[src/rtl/lookahead_ram_pkg.sv]
// lookahead_ram_pkg: shared state type and helpers for the lookahead multiport RAM.
package lookahead_ram_pkg;
    localparam int MAX_DW = 1024;
    typedef enum logic {CLEAR, READY} state_t;
    function automatic int clog2_min1(input int n);
        return (n <= 2) ? 1 : $clog2(n);
    endfunction
    // Symbol s of new_w replaces symbol s of old_w wherever mask[s] is set.
    function automatic logic [MAX_DW-1:0] sym_merge(input logic [MAX_DW-1:0] old_w,
                                                   input logic [MAX_DW-1:0] new_w,
                                                   input logic [MAX_DW-1:0] mask,
                                                   input int sw);
        logic [MAX_DW-1:0] r;
        for (int b = 0; b < MAX_DW; b++) r[b] = mask[10'(b / sw)] ? new_w[b] : old_w[b];
        return r;
    endfunction
endpackage

[src/rtl/lookahead_multiport_ram_if.sv]
// lookahead_multiport_ram_if: write port plus NUM_RD packed read ports.
interface lookahead_multiport_ram_if import lookahead_ram_pkg::*; #(
    parameter int DATA_WIDTH   = 32,
    parameter int SYMBOL_WIDTH = 8,
    parameter int DEPTH        = 16,
    parameter int NUM_RD       = 2
);
    localparam int AW   = clog2_min1(DEPTH);
    localparam int NSYM = DATA_WIDTH / SYMBOL_WIDTH;
    logic [AW-1:0]                wr_address;
    logic [DATA_WIDTH-1:0]        wr_writedata;
    logic [NSYM-1:0]              wr_byteenable;
    logic                         wr_write;
    logic                         wr_waitrequest;
    logic [NUM_RD*AW-1:0]         rd_address;
    logic [NUM_RD-1:0]            rd_read;
    logic [NUM_RD*DATA_WIDTH-1:0] rd_readdata;
    logic [NUM_RD-1:0]            rd_readdatavalid;
    modport master (
        output wr_address, wr_writedata, wr_byteenable, wr_write, rd_address, rd_read,
        input  wr_waitrequest, rd_readdata, rd_readdatavalid
    );
    modport slave (
        input  wr_address, wr_writedata, wr_byteenable, wr_write, rd_address, rd_read,
        output wr_waitrequest, rd_readdata, rd_readdatavalid
    );
endinterface

[src/rtl/lookahead_rd_port.sv]
// lookahead_rd_port: one array replica with a two-stage read pipeline that folds in writes from the read cycle and the next.
module lookahead_rd_port import lookahead_ram_pkg::*; #(
    parameter int DATA_WIDTH   = 32,
    parameter int SYMBOL_WIDTH = 8,
    parameter int DEPTH        = 16,
    parameter int AW           = 4
) (
    input  logic                               clk,
    input  logic                               reset_n,
    input  logic                               we,
    input  logic [AW-1:0]                      waddr,
    input  logic [DATA_WIDTH-1:0]              wdata,
    input  logic [DATA_WIDTH/SYMBOL_WIDTH-1:0] wbe,
    input  logic                               re,
    input  logic [AW-1:0]                      raddr,
    output logic [DATA_WIDTH-1:0]              rdata,
    output logic                               rvalid
);
    localparam int NSYM = DATA_WIDTH / SYMBOL_WIDTH;
    logic [DATA_WIDTH-1:0] mem [DEPTH];
    logic [DATA_WIDTH-1:0] q1, b1;
    logic [NSYM-1:0]       m1, m2;
    logic [AW-1:0]         a1;
    logic                  v1, oor1;
    assign m2 = {NSYM{we && waddr == a1}} & wbe;
    // Storage has no reset so it maps onto block RAM; the read sees pre-write contents.
    always_ff @(posedge clk) begin
        for (int s = 0; s < NSYM; s++)
            if (we && wbe[s]) mem[waddr][s*SYMBOL_WIDTH +: SYMBOL_WIDTH] <= wdata[s*SYMBOL_WIDTH +: SYMBOL_WIDTH];
        q1 <= mem[raddr];
        a1 <= raddr;
        oor1 <= int'(raddr) >= DEPTH;
        b1 <= wdata;
        m1 <= {NSYM{we && waddr == raddr}} & wbe;
    end
    always_ff @(posedge clk) begin
        if (!reset_n) begin
            v1 <= 1'b0;
            rvalid <= 1'b0;
            rdata <= '0;
        end else begin
            v1 <= re;
            rvalid <= v1;
            if (v1) rdata <= oor1 ? '0 : DATA_WIDTH'(sym_merge(
                sym_merge(MAX_DW'(q1), MAX_DW'(b1), MAX_DW'(m1), SYMBOL_WIDTH),
                MAX_DW'(wdata), MAX_DW'(m2), SYMBOL_WIDTH));
        end
    end
endmodule

[src/rtl/lookahead_multiport_ram.sv]
// lookahead_multiport_ram: one write port, NUM_RD bypassing read ports, optional zeroing sweep after reset.
module lookahead_multiport_ram import lookahead_ram_pkg::*; #(
    parameter int DATA_WIDTH     = 32,
    parameter int SYMBOL_WIDTH   = 8,
    parameter int DEPTH          = 16,
    parameter int NUM_RD         = 2,
    parameter bit CLEAR_ON_RESET = 1
) (
    input logic clk,
    input logic reset_n,
    lookahead_multiport_ram_if.slave bus
);
    localparam int AW   = clog2_min1(DEPTH);
    localparam int NSYM = DATA_WIDTH / SYMBOL_WIDTH;
    state_t                state;
    logic [AW-1:0]         clr_addr, waddr;
    logic                  sweep, we;
    logic [DATA_WIDTH-1:0] wdata;
    logic [NSYM-1:0]       wbe;
    logic [DATA_WIDTH-1:0] rdata [NUM_RD];
    logic [NUM_RD-1:0]     rvalid;
    always_ff @(posedge clk) begin
        if (!reset_n) begin
            state <= CLEAR;
            clr_addr <= AW'(DEPTH - 1);
            bus.wr_waitrequest <= 1'b1;
        end else begin
            bus.wr_waitrequest <= CLEAR_ON_RESET && state != READY;
            if (state == CLEAR) begin
                if (!CLEAR_ON_RESET || clr_addr == '0) state <= READY;
                else clr_addr <= clr_addr - 1'b1;
            end
        end
    end
    // The sweep owns the write port until READY; waitrequest keeps users off it.
    always_comb begin
        sweep = reset_n && CLEAR_ON_RESET && state == CLEAR;
        we = sweep || (reset_n && !bus.wr_waitrequest && bus.wr_write && int'(bus.wr_address) < DEPTH);
        waddr = sweep ? clr_addr : bus.wr_address;
        wdata = sweep ? '0 : bus.wr_writedata;
        wbe = sweep ? '1 : bus.wr_byteenable;
    end
    for (genvar i = 0; i < NUM_RD; i++) begin : g_rd
        lookahead_rd_port #(
            .DATA_WIDTH(DATA_WIDTH), .SYMBOL_WIDTH(SYMBOL_WIDTH), .DEPTH(DEPTH), .AW(AW)
        ) u_rd (
            .clk(clk), .reset_n(reset_n), .we(we), .waddr(waddr), .wdata(wdata), .wbe(wbe),
            .re(reset_n && !bus.wr_waitrequest && bus.rd_read[i]),
            .raddr(bus.rd_address[i*AW +: AW]),
            .rdata(rdata[i]), .rvalid(rvalid[i])
        );
        assign bus.rd_readdata[i*DATA_WIDTH +: DATA_WIDTH] = rdata[i];
    end
    assign bus.rd_readdatavalid = rvalid;
endmodule

[src/flat_wrapper.sv]
// flat-port wrapper written by rule: the top's interface ports become plain ports
module lookahead_multiport_ram_flat import lookahead_ram_pkg::*;
#(
    parameter int DATA_WIDTH     = 32,
    parameter int SYMBOL_WIDTH   = 8,
    parameter int DEPTH          = 16,
    parameter int NUM_RD         = 2,
    parameter bit CLEAR_ON_RESET = 1
)
  (clk, reset_n, bus_wr_address, bus_wr_writedata, bus_wr_byteenable, bus_wr_write, bus_rd_address, bus_rd_read, bus_wr_waitrequest, bus_rd_readdata, bus_rd_readdatavalid);
  lookahead_multiport_ram_if #(.DATA_WIDTH(DATA_WIDTH), .SYMBOL_WIDTH(SYMBOL_WIDTH), .DEPTH(DEPTH), .NUM_RD(NUM_RD)) bus_i ();
  input logic clk;
  input logic reset_n;
  input wire logic [$bits(bus_i.wr_address)-1:0] bus_wr_address;
  input wire logic [$bits(bus_i.wr_writedata)-1:0] bus_wr_writedata;
  input wire logic [$bits(bus_i.wr_byteenable)-1:0] bus_wr_byteenable;
  input wire logic [$bits(bus_i.wr_write)-1:0] bus_wr_write;
  input wire logic [$bits(bus_i.rd_address)-1:0] bus_rd_address;
  input wire logic [$bits(bus_i.rd_read)-1:0] bus_rd_read;
  output wire logic [$bits(bus_i.wr_waitrequest)-1:0] bus_wr_waitrequest;
  output wire logic [$bits(bus_i.rd_readdata)-1:0] bus_rd_readdata;
  output wire logic [$bits(bus_i.rd_readdatavalid)-1:0] bus_rd_readdatavalid;
  assign bus_i.wr_address = bus_wr_address;
  assign bus_i.wr_writedata = bus_wr_writedata;
  assign bus_i.wr_byteenable = bus_wr_byteenable;
  assign bus_i.wr_write = bus_wr_write;
  assign bus_i.rd_address = bus_rd_address;
  assign bus_i.rd_read = bus_rd_read;
  assign bus_wr_waitrequest = bus_i.wr_waitrequest;
  assign bus_rd_readdata = bus_i.rd_readdata;
  assign bus_rd_readdatavalid = bus_i.rd_readdatavalid;
  lookahead_multiport_ram #(.DATA_WIDTH(DATA_WIDTH), .SYMBOL_WIDTH(SYMBOL_WIDTH), .DEPTH(DEPTH), .NUM_RD(NUM_RD), .CLEAR_ON_RESET(CLEAR_ON_RESET)) u_core (.clk(clk), .reset_n(reset_n), .bus(bus_i));
endmodule
[config.mk]
export PLATFORM = sky130hd
export DESIGN_NAME = lookahead_multiport_ram_flat
export DESIGN_NICKNAME = d
export VERILOG_FILES = /design/src/rtl/lookahead_ram_pkg.sv /design/src/rtl/lookahead_multiport_ram_if.sv /design/src/rtl/lookahead_rd_port.sv /design/src/rtl/lookahead_multiport_ram.sv /design/src/flat_wrapper.sv
export SDC_FILE = /design/constraint.sdc
export NUM_CORES = 1
export LEC_CHECK = 0
export BUFFER_PORTS_ARGS = -buffer_cell sky130_fd_sc_hd__buf_2
export CAP_MARGIN = 20
export CELL_PAD_IN_SITES_DETAIL_PLACEMENT = 1
export CELL_PAD_IN_SITES_GLOBAL_PLACEMENT = 1
export CORE_ASPECT_RATIO = 1.25
export CORE_MARGIN = 5
export CORE_UTILIZATION = 54
export DETAILED_ROUTE_END_ITERATION = 10
export PLACE_DENSITY = 0.76
export SYNTH_ARGS = -nofsm -noshare
export SYNTH_HDL_FRONTEND = slang
export SYNTH_SLANG_ARGS = --single-unit
[constraint.sdc]
create_clock -name clk -period 3.07 [get_ports clk]
set_input_delay 0.1535 -clock clk [delete_from_list [all_inputs] [get_ports clk]]
set_output_delay 0.1535 -clock clk [all_outputs]
set_load 0.005 [all_outputs]
==> summary.txt <==
Setup path
  – Worst setup SP type: flop
  – Reg2reg path depth: 6
  – Crit-path most repeated cell: nand2_1
  – Critical path capture point type: flop
  – Max FO, Critical Path: 20
  – Crit Path Category: reg2reg
  – Worst path required time: approximately 3.3 ns
  – CP top delay family: simple AND/OR/NAND/NOR gates
  – Worst path max stage delay: between 0.8 and 0.9 ns
  – R2R Setup Slk: ~0.15 ns
  – Reg-to-reg endpoint: u_core.g_rd[0].u_rd.mem[10][31]$_DFFE_PP_
  – Slowest cell on crit path: nor2_1
  – CP cell instances: nand2b_4 > buf_4 > nand3b_1 > nand2_1 > nand2_1 > nor2_1
  – Crit path DAT: ~3.1 ns
  – Worst Path Buf+Inv: 1
  – RR Startpoint: u_core.state$_SDFF_PN0_

Power and ir drop
  – Peak supply drop: around 0.00052 V
  – Total power: roughly 21 mW
  – Power per Cell Area: between 600 and 700 nW/um^2
  – Leakage: approximately 11 nW

STA
  – Max-slew violations: 0
  – Max Freq: about 340 MHz
  – Final setup skew: 0.01867 ns
  – Setup violators final: 0
  – Min Tclk post-route: between 2 and 3 ns
  – Setup TNS: 0 ns
  – Worst Tran Pin Value: roughly 1.1 ns
  – Headroom to the max-slew limit: roughly 29%
  – Setup slack after layout: about 0.15 ns
  – Setup repair after global routing missed its margin: no
  – Post-route clock period utilization: a little over nine tenths
  – Fin. Hold Viols: 0

Clock tree
  – Setup bufs post-CTS: 0
  – Max clock buf depth: 3
  – Worst skew pair latency: a little over 0.6 ns
  – CTS root buffer: clkbuf_16
  – CTS Buf Count: 69
  – CTS H-Tree Depth: 3
  – CTS tree: done
  – Worst-path clk slew: 0.06 ns
  – Clk sinks: around 700

Finish
  – NumNets Final: roughly 1,800
  – Fin area: ~34,000 sq um
  – FF+latch area: 19,100 sq um
  – Filler cell count in the final layout: approximately 4,700
  – Layout area overhead: 14.04%
  – Ant diodes: 0
  – Multi-input logic area: ~10,000 sq um
  – Share of layout cells above drive strength 1: between 30% and 40%
  – Final core occ: between 60% and 70%

Place
  – RePlAce Congestion: around 0.84
  – HPWL after DPL: around 55 mm
  – Port bufs: roughly 120
  – Cell area after placement: roughly 32,000 sq um
  – Setup slack at placement: roughly 0.23 ns

Global route
  – GRT Overall Usage: between 20% and 30%
  – Gr busiest metal: met2
  – GR Overflow Total: 0
  – Grt met3 use: between 6 and 7%
  – Met1 usage: between 30% and 40%
  – Vias in the first global route: approximately 18,000
  – Largest net degree at the start of global routing: 39
  – First-pass GRT wire length: about 120 mm
  – Initial antenna violation count: 3
  – Global Route met2 Usage: ~46%

Routing
  – Number of routed nets with antenna violations: 0
  – DR DRC count: 0
  – Post-DR vias/cell: about 6.5
  – 1st-iter DRT viols: 1,699
  – Routed WL: 82.01 mm
  – First-pass DRT Iterations: 5
  – DR vias: roughly 17,000
  – Avg WL per Cell: approximately 32 um

Worst hold path
  – Hold Startpoint: bus_wr_byteenable[2]
  – Hold path depth: 3
  – Hold Path Class: in2reg
  – Hold Path End: u_core.g_rd[0].u_rd.m1[2]$_DFF_P_

Logic synthesis
  – Synth unique cells: 39
  – Top FF cell, synth: edfxtp_1
  – Top cells by area, synth: edfxtp_1 (51%), mux4_2 (24%), dfxtp_1 (12%), mux2i_1 (2.2%), nand2_1 (1.5%)
  – Yosys top cell area share: 51.31%
  – Synth Warn #: 0
  – EDFF count, synth: 512
  – Share of the yosys chip area belonging to registers: 63.74%
  – Post-Syn Area: between 20,000 and 30,000 sq um
  – Mapped Cells: between 1,500 and 2,000
  – Avg Synthesized Cell Area: ~19 sq um
  – Post-synth ARST share: 0%
  – Syn Nets: ~1,600
  – Yosys top cell by area: edfxtp_1
  – Synth Register Bits: 698

Floorplan
  – # IOs: 120
  – Die area: 60,330 sq um
  – Core area: 54,890 sq um
  – Rows: 96
  – Die height: between 200 and 300 um
  – Die X: between 200 and 250 um
  – Starting Density: 54.59%

Status
  – Status: completed

Flow run
  – MaxCap Viol Count: 0
-- tightest hold or removal path, cell delays in order --
cell	delay, ns
buf_2	0.15
nor2_1	0.17
nor2_1	0.12
-- worst max path at each step --
| stage | endpoint | slack [ns] | from | cells after the start |
|---|---|---|---|---|
| after floorplan | u_core.g_rd[0].u_rd.mem[5][10]$_DFFE_PP_ | 0.78 | u_core.state$_SDFF_PN0_ | 8 |
| after global placement | u_core.g_rd[0].u_rd.mem[7][9]$_DFFE_PP_ | 0.41 | u_core.state$_SDFF_PN0_ | 6 |
| after detailed placement | u_core.g_rd[0].u_rd.mem[10][28]$_DFFE_PP_ | 0.23 | u_core.state$_SDFF_PN0_ | 6 |
| after CTS | u_core.g_rd[0].u_rd.mem[4][19]$_DFFE_PP_ | 0.14 | u_core.state$_SDFF_PN0_ | 6 |
| after global routing | u_core.g_rd[0].u_rd.mem[4][19]$_DFFE_PP_ | 0.002 | u_core.state$_SDFF_PN0_ | 5 |
| final | u_core.g_rd[0].u_rd.mem[10][31]$_DFFE_PP_ | 0.15 | u_core.state$_SDFF_PN0_ | 6 |
-- cells in the final DEF, fill, tap and decap left out, types with 7 or more instances in the layout --
cell / count
clkbuf_8: 11
clkinv_2: 14
clkbuf_1: 17
nor2_1: 80
buf_4: 36
o221ai_1: 28
mux2i_1: 66
a32o_1: 8
edfxtp_1: 512
buf_12: 13
buf_2: 115
o221ai_2: 28
and2_1: 8
clkbuf_16: 76
mux4_2: 320
dfxtp_1: 186
nand2_1: 119
dlygate4sd3_1: 33
nand3_4: 8
inv_1: 30
o21ai_1: 8
xnor2_1: 7
-- per-stage QoR --
stage	cells	hold slack, ns
CTS	2536	0.006695
detailed placement	2378	0.4099
global placement	2378	0.4186
floorplan	1584	0.1812
finish	2536	0.04000
global route	2536	0.01960
-- state kept, by name, summed over array words and instances, names as in the netlist --
name / count
u_core.g_rd.u_rd.m1: 8
u_core.state: 1
u_core.g_rd.u_rd.rdata: 64
u_core.g_rd.u_rd.v1: 2
u_core.g_rd.u_rd.mem: 512
u_core.g_rd.u_rd.a1: 8
u_core.bus.wr_waitrequest: 1
u_core.g_rd.u_rd.q1: 64
u_core.clr_addr: 4
u_core.g_rd.u_rd.rvalid: 2
u_core.g_rd.u_rd.b1: 32
-- cell usage after synthesis, drive strengths merged (10+ instances only) --
library cell and number:
mux4 320, nand2 119, nand3 14, buf 48, o221ai 56, xor2 10
dfxtp 186, edfxtp 512, o21ai 20, nor2 81, mux2i 69, inv 30
clkbuf 59
-- routing by layer --
layer  share of wire [%]  vias to the layer above
li1                    -                     6848
met1                  38                     8771
met2                  51                      782
met3                 8.6                      149
met4                 3.2                        4
met5               0.033                        -
-- area by class of cell --
type | instances | share of cell area (%)
Tap cell | 735 | 2.691
Clock inverter | 23 | 0.5016
Inverter | 30 | 0.3295
Timing Repair Buffer | 199 | 4.284
Sequential cell | 698 | 55.89
Multi-Input combinational cell | 749 | 30.19
Clock buffer | 102 | 6.115
-- timing repair --
item,4_1_cts,5_1_grt
hold endpoints to repair,63,0
resized for setup,0,1
endpoints found under the setup margin,0,7
hold buffers,33,0
-- kinds of logic (layout without fill, tap and decap cells) --
logic type	Yosys count	after routing	share of synthesized area, %
and+or+nand+nor	249	249	3.950
AOI/OAI and AO/OA	93	93	3.224
adders and majority gates	1	1	0.04175
DFF	698	698	63.74
buffers and inverters	137	354	1.921
xor gates and xnor gates	17	17	0.6472
muxes	389	389	26.48
-- where the power goes --
part	leakage (nW)	switching [mW]	total (mW)	internal, mW
registers	6.23	0.115	10.5	10.4
clock network	1.12	3.58	8.48	4.90
logic	4.13	0.880	1.58	0.695
total	11.5	4.58	20.5	15.9
Note: power is estimated with default switching activity, not from simulation.
